$ cat config.mk
export PLATFORM = sky130hd
export DESIGN_NAME = hdr_cmd_scheduler
export DESIGN_NICKNAME = d
export VERILOG_FILES = /design/src/rtl/hdr_cmd_scheduler.sv
export SDC_FILE = /design/constraint.sdc
export NUM_CORES = 1
export LEC_CHECK = 0
export BUFFER_PORTS_ARGS = -buffer_cell sky130_fd_sc_hd__buf_4
export CORE_UTILIZATION = 60
export CTS_CLUSTER_DIAMETER = 60
export DETAILED_ROUTE_END_ITERATION = 10
export PLACE_DENSITY_LB_ADDON = 0.08
export SKIP_LAST_GASP = 1
export SLEW_MARGIN = 30
export SYNTH_ARGS = -nofsm -noshare
export SYNTH_HDL_FRONTEND = slang
export SYNTH_SLANG_ARGS = --single-unit
$ cat constraint.sdc
create_clock -name i_sys_clk -period 3.91 [get_ports i_sys_clk]
set_input_delay 0.782 -clock i_sys_clk [delete_from_list [all_inputs] [get_ports i_sys_clk]]
set_output_delay 0.782 -clock i_sys_clk [all_outputs]
set_load 0.05 [all_outputs]
$ cat src/rtl/hdr_cmd_scheduler.sv
// HDR command scheduler: queues CP/TOC/TID/MODE descriptors and dispatches them
// one at a time to the CCC or DDR-mode block under a watchdog.
module hdr_cmd_scheduler #(
  parameter int unsigned DEPTH       = 4,
  parameter int unsigned TIMEOUT_W   = 10,
  parameter int unsigned TIMEOUT_MAX = 1000
) (
  input  logic       i_sys_clk,
  input  logic       i_sys_rst_n,
  input  logic       i_sched_en,
  input  logic       i_cmd_valid,
  output logic       o_cmd_ready,
  input  logic       i_cmd_cp,
  input  logic       i_cmd_toc,
  input  logic [3:0] i_cmd_tid,
  input  logic [2:0] i_cmd_mode,
  output logic       o_ccc_en,
  input  logic       i_ccc_done,
  output logic       o_ddrmode_en,
  input  logic       i_ddr_mode_done,
  output logic [3:0] o_tid,
  output logic       o_restart_req,
  output logic       o_exit_req,
  output logic       o_sched_done,
  output logic       o_mode_err,
  output logic       o_timeout_err
);

  localparam int unsigned AW = (DEPTH > 1) ? $clog2(DEPTH) : 1;
  localparam int unsigned PW = AW + 1;
  localparam logic [2:0]           MODE_DDR = 3'd6;
  localparam logic [TIMEOUT_W-1:0] WD_LAST  = TIMEOUT_W'(TIMEOUT_MAX - 1);

  typedef enum logic [1:0] {IDLE, RUN, TERM} state_t;

  typedef struct packed {
    logic       cp;
    logic       toc;
    logic [3:0] tid;
    logic [2:0] mode;
  } desc_t;

  desc_t                mem [DEPTH];
  desc_t                head;
  logic [PW-1:0]        wr_ptr;
  logic [PW-1:0]        rd_ptr;
  logic                 full;
  logic                 empty;
  logic                 push;
  logic                 pop;
  logic                 flush;
  logic                 sel_done;
  logic                 abort;
  state_t               state;
  logic                 cur_cp;
  logic                 cur_toc;
  logic [TIMEOUT_W-1:0] wdog;

  assign full        = (wr_ptr[AW] != rd_ptr[AW]) && (wr_ptr[AW-1:0] == rd_ptr[AW-1:0]);
  assign empty       = (wr_ptr == rd_ptr);
  assign o_cmd_ready = i_sched_en & ~full;
  assign push        = i_cmd_valid & o_cmd_ready;
  assign head        = mem[rd_ptr[AW-1:0]];
  assign pop         = i_sched_en & (state == IDLE) & ~empty;
  assign sel_done    = cur_cp ? i_ccc_done : i_ddr_mode_done;
  // done sampled in the same cycle as the last watchdog count takes priority
  assign abort       = (state == RUN) & ~sel_done & (wdog == WD_LAST);
  assign flush       = ~i_sched_en | abort;

  always_ff @(posedge i_sys_clk) begin
    if (push) begin
      mem[wr_ptr[AW-1:0]] <= {i_cmd_cp, i_cmd_toc, i_cmd_tid, i_cmd_mode};
    end
  end

  always_ff @(posedge i_sys_clk or negedge i_sys_rst_n) begin
    if (!i_sys_rst_n) begin
      wr_ptr <= '0;
      rd_ptr <= '0;
    end else if (flush) begin
      wr_ptr <= '0;
      rd_ptr <= '0;
    end else begin
      if (push) wr_ptr <= wr_ptr + PW'(1);
      if (pop)  rd_ptr <= rd_ptr + PW'(1);
    end
  end

  always_ff @(posedge i_sys_clk or negedge i_sys_rst_n) begin
    if (!i_sys_rst_n) begin
      state         <= IDLE;
      cur_cp        <= 1'b0;
      cur_toc       <= 1'b0;
      wdog          <= '0;
      o_ccc_en      <= 1'b0;
      o_ddrmode_en  <= 1'b0;
      o_tid         <= '0;
      o_restart_req <= 1'b0;
      o_exit_req    <= 1'b0;
      o_sched_done  <= 1'b0;
      o_mode_err    <= 1'b0;
      o_timeout_err <= 1'b0;
    end else begin
      o_restart_req <= 1'b0;
      o_exit_req    <= 1'b0;
      o_sched_done  <= 1'b0;
      o_mode_err    <= 1'b0;
      if (!i_sched_en) begin
        state         <= IDLE;
        wdog          <= '0;
        o_ccc_en      <= 1'b0;
        o_ddrmode_en  <= 1'b0;
        o_timeout_err <= 1'b0;
      end else begin
        unique case (state)
          IDLE: begin
            if (pop) begin
              cur_cp  <= head.cp;
              cur_toc <= head.toc;
              o_tid   <= head.tid;
              wdog    <= '0;
              if (head.mode != MODE_DDR) begin
                o_mode_err <= 1'b1;
              end else begin
                state        <= RUN;
                o_ccc_en     <= head.cp;
                o_ddrmode_en <= ~head.cp;
              end
            end
          end
          RUN: begin
            if (sel_done) begin
              state        <= TERM;
              o_ccc_en     <= 1'b0;
              o_ddrmode_en <= 1'b0;
            end else if (abort) begin
              // an aborted transaction always terminates with an exit
              state         <= TERM;
              cur_toc       <= 1'b1;
              o_ccc_en      <= 1'b0;
              o_ddrmode_en  <= 1'b0;
              o_timeout_err <= 1'b1;
            end else begin
              wdog <= wdog + TIMEOUT_W'(1);
            end
          end
          TERM: begin
            state <= IDLE;
            if (cur_toc) begin
              o_exit_req   <= 1'b1;
              o_sched_done <= 1'b1;
            end else begin
              o_restart_req <= 1'b1;
            end
          end
          default: state <= IDLE;
        endcase
      end
    end
  end

endmodule

Word-level counts from Yosys, hierarchy flattened --
Memories as Yosys holds them, arrays and structs flattened. Cells that the tools add are included.
Storage, ports and cells: flip-flop bits (word level) 30, memories kept 1, bits in writable memories 36, output and inout port bits 12
Memories:
- mem | depth 4, width 9, read ports 1, clocked after Yosys merged registers in 0, write ports 1, line 43 | desc_t mem [DEPTH];
Cells by class: add/subtract/negate cells 3, multiplexer cells 44, reductions and logical operators 11, bitwise logic cells 12, eq/ne operators 19
Operator list (count):
- $mux W10 | 4
- $mux W1 | 26
- $pmux W10 S2 | 1
- $ne A3 B3 Y1 const B | 5
- $mux W3 | 4
- $add A10 B1 Y10 const B | 1
- $eq A10 B10 Y1 const B | 1
- $mux W2 | 5
- $reduce_and A3 Y1 | 3
- $ne A2 B2 Y1 const B | 4
- $reduce_and A4 Y1 | 2
- $add A3 B1 Y3 const B | 2
- $and A1 B1 Y1 | 6
- $pmux W1 S2 | 3
- $reduce_bool A2 Y1 | 3
- $not A1 Y1 | 5
- $reduce_and A5 Y1 | 1
- $ne A2 B1 Y1 const B | 2
- $ne A4 B4 Y1 const B | 1
- $pmux W2 S2 | 1
- $eq A3 B3 Y1 | 1
- $ne A3 B1 Y1 const B | 1
- $eq A2 B1 Y1 const B | 1
- $eq A2 B2 Y1 | 1
- other kinds (5) | 5

Longest topological paths before layout --
Gate-level depths: netlist (run 1).
depth after elaboration 8, depth in mapped cells 8, depth with buffers taken out 7

Worst setup path after synthesis (run 1) --
Ideal clock, no wire load.
path kind reg2reg, start reg rd_ptr[1], end reg wr_ptr[2], library setup time 124 ps, clock period less this slack 2655 ps, arrival 2531 ps, cell stages (with the launch flop) 7, required time 3786 ps, path buffers 1, setup slack 1255 ps, path through dfrtp_1 buf_2 xnor2_1 a31oi_1 and3_1 xor2_1 nor2b_1
On the way: longest elaborated chain between the ends 6
Ends and longest elaborated chain:
- start: declaration | line 46 | logic [PW-1:0] rd_ptr;
- start signal: assignment | line 85 | if (pop) rd_ptr <= rd_ptr + PW'(1);
- $eq A2 B2 Y1 | line 59 | assign full = (wr_ptr[AW] != rd_ptr[AW]) && (wr_ptr[AW-1:0] == rd_ptr[AW-1:0]);
- $logic_and A1 B1 Y1 | line 59
- $not A1 Y1 | line 61 | assign o_cmd_ready = i_sched_en & ~full;
- $and A1 B1 Y1 | line 61
- named net o_cmd_ready | line 12 | output logic o_cmd_ready,
- $and A1 B1 Y1 | line 62 | assign push = i_cmd_valid & o_cmd_ready;
- $reduce_bool A2 Y1 (no line)
- end signal: assignment | line 84 | if (push) wr_ptr <= wr_ptr + PW'(1);
- end: declaration | line 45 | logic [PW-1:0] wr_ptr;
The timed path passes the listed nets, and every way through them passes these cells. A chain may end at the register's enable or synchronous reset.

Final worst setup path (run 1) --
start reg rd_ptr[0], end out o_cmd_ready
On the way: longest elaborated chain between the ends 4
Ends and longest elaborated chain (line):
- $eq A2 B2 Y1 | 59
- $logic_and A1 B1 Y1 | 59
- $not A1 Y1 | 61
- $and A1 B1 Y1 | 61
- end: declaration | 12
No other way between the ends.

==> results of run 1 <==
stage by stage:
stage	setup WS [ps]	cells	power, mW	hold WS [ps]	cell area [um^2]
floorplan	1250	203	1.14	408	2880
global placement	1400	277	1.25	440	3120
detailed placement	1340	277	1.27	444	3120
CTS	975	293	1.73	366	3270
global route	841	293	1.80	383	3270
finish	1000	293	1.72	364	3270
cell families (layout without fill, tap and decap cells):
| logic type | after synthesis | after routing |
|---|---|---|
| AOI/OAI and AO/OA | 29 | 29 |
| xor gates and xnor gates | 10 | 10 |
| adders and majority gates | 6 | 6 |
| buffers and inverters | 11 | 49 |
| DFF | 66 | 66 |
| muxes | 18 | 18 |
| and+or+nand+nor | 63 | 63 |
Yosys cell counts, drive strengths merged, types with 2 or more instances:
| master | number |
|---|---|
| a21oi | 8 |
| nand2 | 11 |
| edfxtp | 36 |
| nand3 | 4 |
| buf | 4 |
| dfrtp | 30 |
| nor2 | 12 |
| inv | 7 |
| xor2 | 5 |
| a31oi | 2 |
| ha | 6 |
| or3 | 7 |
| mux2 | 8 |
| and3 | 6 |
| or4 | 2 |
| mux2i | 4 |
| nor3 | 5 |
| o21ai | 10 |
| nand4 | 3 |
| nor2b | 2 |
| mux4 | 6 |
| nor4 | 2 |
| xnor2 | 5 |
| nand2b | 3 |
state kept, by name, summed over array words and instances (netlist names):
register	flops
cur_cp	1
cur_toc	1
o_ddrmode_en	1
o_mode_err	1
o_tid	4
wdog	10
mem	36
state	2
rd_ptr	3
o_timeout_err	1
o_sched_done	1
wr_ptr	3
o_ccc_en	1
o_restart_req	1
power groups by stage:
stage	logic (mW)	registers (mW)	clock network [mW]
after floorplan	0.184	0.959	0
after global placement	0.394	0.860	0
after detailed placement	0.405	0.864	0
after CTS	0.406	0.851	0.476
after global routing	0.433	0.857	0.506
final	0.404	0.849	0.466
cell type report:
type	instances	area [um^2]	area share, %
Clock inverter	4	20.0	0.612
Clock buffer	12	135	4.13
Inverter	7	26.3	0.803
Timing Repair Buffer	26	195	5.97
Sequential cell	66	1830	56.0
Tap cell	52	65.1	1.99
Multi-Input combinational cell	126	997	30.5
worst min path at each step:
stage	cells past startpoint	end	start	slack (ps)
final	1	rd_ptr[0]	i_sys_rst_n	360
after CTS	1	rd_ptr[0]	i_sys_rst_n	370
after detailed placement	1	o_restart_req	cur_toc	440
after floorplan	1	o_restart_req	cur_toc	410
after global routing	1	rd_ptr[0]	i_sys_rst_n	380
after global placement	1	o_restart_req	cur_toc	440
layer usage:
metal / global-route usage, % / up-vias / routed length (um)
li1: - / 826 / -
met3: 7.59 / 11 / 264
met5: 0 / - / 0
met4: 11.3 / 0 / 108
met1: 31.7 / 873 / 2380
met2: 41.8 / 51 / 2780
==> metrics, run 1 <==
run status complete, but fails checks; violated checks design-rule violations; share of cell area taken by muxes after synthesis a little under a tenth; cells traversed along the worst timing path xnor2_1 -> a31oi_1 -> buf_4; clock sinks between 60 and 70; depth of the critical timing path with buffers and inverters included 3; final-report setup violation count 0; initial core utilization between 60% and 70%; fraction of final layout cells sized beyond drive strength 1 25.3%; FILL cells around 300; WL per Instance between 15 and 20 um; via count ~1,800; most common library cell in the layout ignoring fill and taps sky130_fd_sc_hd__edfxtp_1; Mean Syn Cell Area 14.2 um^2; total global routing overflow 0; half-perimeter wire length after detailed placement between 3000 and 4000 um; slowest cell delay on critical path approximately 830 ps; kind of end point of the critical path output pin; Sequential Power Share 49.4%; total routing usage reported by global routing 25.5%; synthesized-area fraction occupied by xor and xnor cells approximately 3.6%; top cell family by delay on the critical path flip-flops; largest family of logic cells by synthesized area simple AND/OR/NAND/NOR gates; highest ir drop seen on vdd around 0.28 mV; diode count 0; global-route wire length before repair slightly above 9000 um; cell area after technology mapping about 0.0029 mm^2; number of buffers created by CTS 9; Worst Max-Slew Pin Slew 747 ps; post-cts hold buffer count 0; Req. time, crit path ~3100 ps; worst slew slack as a fraction of its limit between 50% and 60%; critical path fanouts, max 14; initial drt markers 124; buffer levels on the longest clock path 2; most area-consuming cells after synthesis sky130_fd_sc_hd__edfxtp_1 37%, sky130_fd_sc_hd__dfrtp_1 26%, sky130_fd_sc_hd__mux4_2 4.7%, sky130_fd_sc_hd__mux2_2 3.1%, sky130_fd_sc_hd__ha_1 2.6%; vias in the first global route ~1,800; compound-gate portion of the synthesized area ~7.3%; internal power of the cells between 1 and 1.5 mW; portion of total power attributed to combinational logic a little under a quarter; Switching Fraction 31.6%; final critical-path share of the clock period 74.4%; DRC violation count after routing 1; number of nets in the layout between 200 and 300; synthesized net count 224; post-synthesis sequential area ratio 63.5%; final weighted congestion in routability-driven placement 0.882; final worst path period need a little under 3000 ps; routed via count divided by cell count roughly 6; number of max-cap violations 0; share of the core filled with cells between 70% and 80%; Std-Cell Rows 24; largest net degree at the start of global routing 31; number of pins exceeding their max-slew limit in the final report 0; Syn-to-layout area delta 13.4%; commonest cells after routing, fill and taps aside 36 x sky130_fd_sc_hd__edfxtp_1, 30 x sky130_fd_sc_hd__dfrtp_1, 26 x sky130_fd_sc_hd__buf_4; number of storage elements in the synthesis netlist 66; yosys synthesis warning count 0; Port-buffer cells 26; terminus of the critical flop-to-flop path wr_ptr[2]; H-tree depth 3; length of the first detailed-routing pass in iterations 8; Pleak about 1.3 nW; portion of total power attributed to the clock network roughly 27%; adder and majority gate portion of the synthesized area 2.60%; most area-hungry cell type in the Yosys netlist sky130_fd_sc_hd__edfxtp_1; Clk pin slew, worst setup/hold paths 70 ps; total detailed-routing wirelength 5540 um; Slowest cell on crit path sky130_fd_sc_hd__dfrtp_1; primary flip-flop cell chosen by synthesis mapping sky130_fd_sc_hd__edfxtp_1; core area approximately 0.0045 mm^2; worst path buffer plus inverter count 1; net switching power about 0.54 mW; horizontal die dimension 71.3 um; post-CTS sizing 0; Die Footprint 0.00509 mm^2; origin of the critical flop-to-flop path rd_ptr[0]; Max Clock Skew about 5.3 ps; Critical Path Start rd_ptr[0]; top-level port count 27; number of distinct library cells after synthesis 44; root buffer selected by CTS sky130_fd_sc_hd__clkbuf_8; TritonCTS clock tree done; buffers inserted by post-CTS timing repair 0; maximum operating frequency between 300 and 400 MHz; class of the tightest hold or removal check input pin to asynchronous set/reset pin; Worst-Skew Late Latency approximately 340 ps; Register-to-Register Path Depth 5; top cell type's share of synthesized area 37.5%; internal reg-to-reg setup slack ~1400 ps; number of enable-type register cells in the synthesized netlist 36; initial antenna violation count 0; simple-gate share of the synthesized area a little under an eighth; Critical Path End o_cmd_ready; RSZ-0062 raised after global routing no; areal power density over the cells about 530 mW/mm^2; Arr. time, crit path between 2000 and 2500 ps; proportion of register bits with asynchronous set or reset after synthesis between 40% and 50%; category of the worst setup path launch point register; Setup Total Neg Slack 0 ps; final hold vios 0; CP Class register to output pin; Die H roughly 71 um; DRT antenna net count 0; post-synthesis instance total 203
No activity file was read; power rests on OpenSTA's default activity.
==> inputs of run 2 (changes only) <==
Settings changed: ABC_AREA from default to 1, CORE_UTILIZATION 60 to 53.
Clock period 3.91 ns to 2.55 ns, I/O delays scaled along.
==> run 2 against run 1 <==
Against the previous run:
- the run now ends clean
- global-route usage is 2.7 points lower
- register-to-register slack worse by 960 ps
- sequential power is 54% higher
- first-iteration DRC count is 32% higher
- final cell count is 49% higher
- largest cell class unchanged
- highest routed layer unchanged
==> metrics, run 2 <==
run status completed; global-route wire length before repair between 10,000 and 15,000 um; final hold vios 0; post-cts hold buffer count 0; maximum operating frequency ~460 MHz; number of flip-flops in the largest register 36; number of distinct library cells after synthesis 31; Die Footprint between 0.006 and 0.007 mm^2; kind of end point of the critical path output pin; simple-gate share of the synthesized area 24.6%; Max Clock Skew 7.04 ps; DRC violation count after routing 0; Sequential Power Share about two fifths; most frequent cells after synthesis 89 x sky130_fd_sc_hd__nand2_1, 36 x sky130_fd_sc_hd__edfxtp_1, 33 x sky130_fd_sc_hd__inv_1; commonest cells after routing, fill and taps aside 89 x sky130_fd_sc_hd__nand2_1, 36 x sky130_fd_sc_hd__edfxtp_1, 33 x sky130_fd_sc_hd__inv_1; length of the first detailed-routing pass in iterations 4; synthesized net count 346; core area about 0.0055 mm^2; final-report setup violation count 0; top cell type's share of synthesized area a little over a third; final critical-path share of the clock period a little under nine tenths; Arr. time, crit path ~1700 ps; initial antenna violation count 0; diode count 0; Die H about 78 um; most area-consuming cells after synthesis sky130_fd_sc_hd__edfxtp_1 35%, sky130_fd_sc_hd__dfrtp_1 24%, sky130_fd_sc_hd__nand2_1 11%, sky130_fd_sc_hd__inv_1 4.0%, sky130_fd_sc_hd__nor2_1 3.7%; Switching Fraction 36.1%; proportion of register bits with asynchronous set or reset after synthesis a little under half; final instance area about 0.0036 mm^2; Worst Max-Slew Pin Slew ~400 ps; WL per Instance between 10 and 15 um; share of cell area taken by muxes after synthesis 0%; Worst-Skew Late Latency ~340 ps; highest ir drop seen on vdd 0.587 mV; met3 wire length roughly 210 um; clock sinks 66; top-level port count 27; final worst path period need approximately 2200 ps; post-synthesis sequential area ratio between 50% and 60%; total detailed-routing wirelength between 6000 and 7000 um; RSZ-0062 raised after global routing no; initial core utilization between 50 and 60%; portion of total power attributed to combinational logic between 20% and 30%; Syn-to-layout area delta 16.5%; TritonCTS clock tree done; initial drt markers between 150 and 200; Post-DP Area between 0.003 and 0.004 mm^2; number of pins exceeding their max-slew limit in the final report 0; number of max-cap violations 0; Req. time, crit path around 2000 ps; number of enable-type register cells in the synthesized netlist 36; Mean Syn Cell Area roughly 9.5 um^2; Clk pin slew, worst setup/hold paths approximately 70 ps; most area-hungry cell type in the Yosys netlist sky130_fd_sc_hd__edfxtp_1; number of storage elements in the synthesis netlist 66; number of buffers created by CTS 9; Setup Total Neg Slack 0 ps; DRT antenna net count 0; horizontal die dimension between 70 and 80 um; net switching power between 1 and 1.5 mW; FILL cells 476; CP Class register to output pin; met2 WL 2880 um; vias in the first global route 2,170; areal power density over the cells a little over 900 mW/mm^2; via count approximately 2,300; Std-Cell Rows 27; category of the worst setup path launch point register; H-tree depth 3; buffer levels on the longest clock path 2; non-filler cells, final 437; fraction of final layout cells sized beyond drive strength 1 between 10% and 20%; post-CTS sizing 0; largest net degree at the start of global routing 31; critical path fanouts, max 13; Port-buffer cells 26; top metal layer carrying routed signals met4; yosys synthesis warning count 0; worst slew slack as a fraction of its limit 73.4%; total global routing overflow 0; class of the tightest hold or removal check input pin to asynchronous set/reset pin; # placed instances 421; half-perimeter wire length after detailed placement approximately 4500 um; most common cell in the synthesized netlist sky130_fd_sc_hd__nand2_1; most common library cell in the layout ignoring fill and taps sky130_fd_sc_hd__nand2_1; internal power of the cells about 2.1 mW; total routing usage reported by global routing 22.8%; synthesized-area fraction occupied by xor and xnor cells less than 1%; root buffer selected by CTS sky130_fd_sc_hd__clkbuf_8; buffers inserted by post-CTS timing repair 0; routed via count divided by cell count about 5.2; post-synthesis instance total roughly 330; final weighted congestion in routability-driven placement between 0.8 and 0.9; number of nets in the layout ~380; compound-gate portion of the synthesized area 6.42%; cell area after technology mapping 0.00308 mm^2; portion of total power attributed to the clock network ~30%; Pleak between 1.5 and 2 nW; primary flip-flop cell chosen by synthesis mapping sky130_fd_sc_hd__edfxtp_1; adder and majority gate portion of the synthesized area roughly 2.4%; met1 WL ~2900 um; largest family of logic cells by synthesized area simple AND/OR/NAND/NOR gates
run 2: cell types whose count changed after synthesis, moves of 8 or more:
cell | before | now
sky130_fd_sc_hd__nand3_1 | 4 | 18
sky130_fd_sc_hd__mux2_2 | 8 | 0
sky130_fd_sc_hd__nand2_1 | 11 | 89
sky130_fd_sc_hd__inv_1 | 7 | 33
sky130_fd_sc_hd__nor2_1 | 12 | 30
sky130_fd_sc_hd__nand4_1 | 3 | 16
run 2: stage by stage:
step	power, mW	hold WS (ps)	worst slack, ps	utilization [%]
CTS	3.29	97.0	357	64.7
floorplan	2.05	214	683	-
global route	3.45	97.8	277	64.7
finish	3.27	93.9	368	64.7
global placement	2.29	452	530	60.6
detailed placement	2.31	464	462	60.6
run 2: cells by family (layout without fill, tap and decap cells):
logic type | Yosys count | count (layout)
adder cells (fa/ha/maj) | 6 | 6
XOR/XNOR | 3 | 3
buffers and inverters | 46 | 86
AND/OR/NAND/NOR | 169 | 169
flip-flops | 66 | 66
AO/OA/AOI/OAI | 35 | 35
run 2: power groups by stage:
stage / combinational (mW) / sequential (mW) / clock, mW
after floorplan: 0.564 / 1.49 / 0
after global placement: 0.966 / 1.33 / 0
after detailed placement: 0.975 / 1.33 / 0
after CTS: 0.978 / 1.31 / 1.00
after global routing: 1.08 / 1.32 / 1.05
final: 0.974 / 1.31 / 0.984
run 2: routing by layer:
metal  vias up  GRT usage [%]
met5         -              0
met4         0           11.5
met3        15           4.65
met2        49           35.9
met1      1057           30.1
li1       1151              -
run 2: area by class of cell:
cell class | instances | area (um^2) | area share (%)
flip-flops and latches | 66 | 1830 | 51.1
well taps | 72 | 90.1 | 2.51
inverters | 39 | 146 | 4.08
clock inverters | 6 | 90.1 | 2.51
clock buffers | 10 | 138 | 3.84
multi-input cells | 213 | 1060 | 29.5
repair buffers | 31 | 233 | 6.49
run 2: worst max-delay path: stages, from the launching register on:
cell	delay (ps)
sky130_fd_sc_hd__dfrtp_1	560
sky130_fd_sc_hd__inv_2	120
sky130_fd_sc_hd__nand2_1	80
sky130_fd_sc_hd__nand2_1	80
sky130_fd_sc_hd__nor2_4	120
sky130_fd_sc_hd__nand2_1	60
sky130_fd_sc_hd__nand2_1	90
sky130_fd_sc_hd__inv_1	50
sky130_fd_sc_hd__buf_4	180
run 2: final timing paths:
| kind | startpoint | to | slack, ps | cells past startpoint |
|---|---|---|---|---|
| max | rd_ptr[1] | o_cmd_ready | 370 | 8 |
| min | i_sys_rst_n | o_sched_done | 90 | 1 |
| max reg2reg | rd_ptr[1] | mem[1][5] | 450 | 10 |
| min reg2reg | o_ddrmode_en | o_ddrmode_en | 480 | 2 |
| max in group asynchronous | i_sys_rst_n | o_tid[2] | 2160 | 1 |
| min in group i_sys_clk | i_cmd_toc | mem[3][7] | 380 | 1 |
==> inputs of run 3 (changes only) <==
Settings changed: GPL_TIMING_DRIVEN from default to 0, SETUP_SLACK_MARGIN from default to 0.3.
==> run 3 against run 2 <==
Against the previous run:
- via count down 0.62%
- hold slack about the same
- flip-flop and latch count unchanged
- sequential power about the same
- largest power group unchanged
- clock power down 9.9%
- non-clock buffer count up 2
- first-iteration DRC count down 39%
- fmax up 5.7%
- global-route usage down 0.78 points
- design area down 0.21%
==> metrics, run 3 (synthesized netlist as in run 2, its figures left out) <==
TritonCTS clock tree done; routed via count divided by cell count around 5.1; final critical-path share of the clock period approximately four fifths; number of nets in the layout around 380; horizontal die dimension 78.2 um; commonest cells after routing, fill and taps aside 89 x sky130_fd_sc_hd__nand2_1, 36 x sky130_fd_sc_hd__edfxtp_1, 33 x sky130_fd_sc_hd__inv_1; Req. time, crit path approximately 2500 ps; initial core utilization a little under three fifths; initial drt markers 100; number of flip-flops in the largest register 36; number of max-cap violations 0; Slowest cell on crit path sky130_fd_sc_hd__nor2_2; diode count 0; areal power density over the cells roughly 900 mW/mm^2; top-level port count 27; Clk pin slew, worst setup/hold paths approximately 70 ps; total detailed-routing wirelength roughly 6000 um; fraction of final layout cells sized beyond drive strength 1 a little under a fifth; DRC violation count after routing 0; final instance area roughly 0.0036 mm^2; buffer levels on the longest clock path 2; final weighted congestion in routability-driven placement between 0.7 and 0.8; Arr. time, crit path around 2000 ps; class of the tightest hold or removal check input pin to asynchronous set/reset pin; Port-buffer cells 26; final-report setup violation count 0; maximum operating frequency 484 MHz; final worst path period need 2070 ps; Critical Path Start rd_ptr[2]; combined area of the multi-input logic cells ~0.0011 mm^2; buffers inserted by post-CTS timing repair 0; total routing usage reported by global routing between 20 and 25%; Register Area ~0.0018 mm^2; worst path buffer plus inverter count 2; total global routing overflow 0; highest ir drop seen on vdd between 0.5 and 0.6 mV; number of pins exceeding their max-slew limit in the final report 0; Die Footprint between 0.006 and 0.007 mm^2; Max Clock Skew 10.1 ps; root buffer selected by CTS sky130_fd_sc_hd__clkbuf_8; FILL cells 478; RSZ-0062 raised after global routing no; Std-Cell Rows 27; worst slew slack as a fraction of its limit between 60% and 70%; core area about 0.0055 mm^2; clock sinks 66; WL per Instance 13.6 um; Syn-to-layout area delta 16.2%; length of the first detailed-routing pass in iterations 4; number of buffers created by CTS 9; DRT antenna net count 0; kind of end point of the critical path register; via count 2,258; cells traversed along the worst timing path xnor2_1 -> inv_1 -> nand2_1 -> nand2_1 -> nor2_2 -> inv_1 -> nor2_2; critical path fanouts, max 9; H-tree depth 3; Post-DP Area roughly 0.0034 mm^2; Worst-Skew Late Latency around 340 ps; Setup Total Neg Slack 0 ps; Die H 78.2 um; vias in the first global route 2,191; top cell family by delay on the critical path simple AND/OR/NAND/NOR gates; most common library cell in the layout ignoring fill and taps sky130_fd_sc_hd__nand2_1; global-route wire length before repair 10,100 um; Worst Max-Slew Pin Slew roughly 540 ps; largest net degree at the start of global routing 31; slowest cell delay on critical path roughly 450 ps; half-perimeter wire length after detailed placement 4070 um; Pleak around 1.6 nW; CP Class register to register; origin of the critical flop-to-flop path rd_ptr[2]; final hold vios 0; run status completed; category of the worst setup path launch point register; initial antenna violation count 0
==> run 3: changes by cell type in the layout (fill, tap and decap cells not counted), moves of 2 or more <==
| cell | change |
|---|---|
| sky130_fd_sc_hd__buf_4 | -4 |
| sky130_fd_sc_hd__clkbuf_1 | +2 |
| sky130_fd_sc_hd__nor2_1 | -4 |
| sky130_fd_sc_hd__buf_2 | +2 |
| sky130_fd_sc_hd__nor2_2 | +4 |
| sky130_fd_sc_hd__clkinvlp_4 | +2 |
==> run 3: routing by layer <==
layer  vias to the layer above  track usage [%]  share of wire [%]
li1                       1151                -                  -
met1                      1056             27.8                 46
met2                        43             37.1                 49
met3                         8             4.19                3.2
met4                         0             9.44                1.4
met5                         -                0                  0
==> run 3: area by class of cell <==
class	count	share of cell area, %
well taps	72	2.52
clock buffers	10	3.85
inverters	39	4.09
flip-flops and latches	66	51.2
multi-input cells	213	29.8
repair buffers	26	5.46
clock inverters	6	1.85
plain buffers	7	1.22
==> run 3: report_power, final <==
part           total [mW]  switching [mW]  internal, mW  leakage [nW]
sequential           1.31          0.0781          1.23         0.732
combinational        1.01           0.705         0.306         0.810
clock               0.887           0.410         0.477        0.0945
total                3.21            1.19          2.01          1.64
==> run 3: metrics by stage <==
stage / instances / setup slack, ps / total power [mW] / utilization, % / hold slack, ps
2_1_floorplan: 325 / 683 / 2.05 / - / 214
3_3_place_gp: 423 / 271 / 2.32 / 60.7 / 450
3_5_place_dp: 423 / 226 / 2.34 / 60.7 / 463
4_1_cts: 439 / 222 / 3.23 / 64.4 / 102
5_1_grt: 439 / 305 / 3.40 / 64.6 / 120
6_report: 439 / 485 / 3.21 / 64.6 / 94.3
==> run 3: timing repair <==
| item | 4_1_cts | 5_1_grt |
|---|---|---|
| setup endpoints to repair | 36 | 27 |
| hold buffers | 0 | 0 |
| resized for setup | 1 | 3 |
==> run 3: final timing paths <==
kind,end,slack [ps],depth (start not counted)
max,mem[1][2],480,7
max in group asynchronous,rd_ptr[1],2160,1
min,wr_ptr[1],90,1
min in group i_sys_clk,mem[0][5],360,1
min reg2reg,o_restart_req,470,1
max reg2reg,mem[1][2],480,7
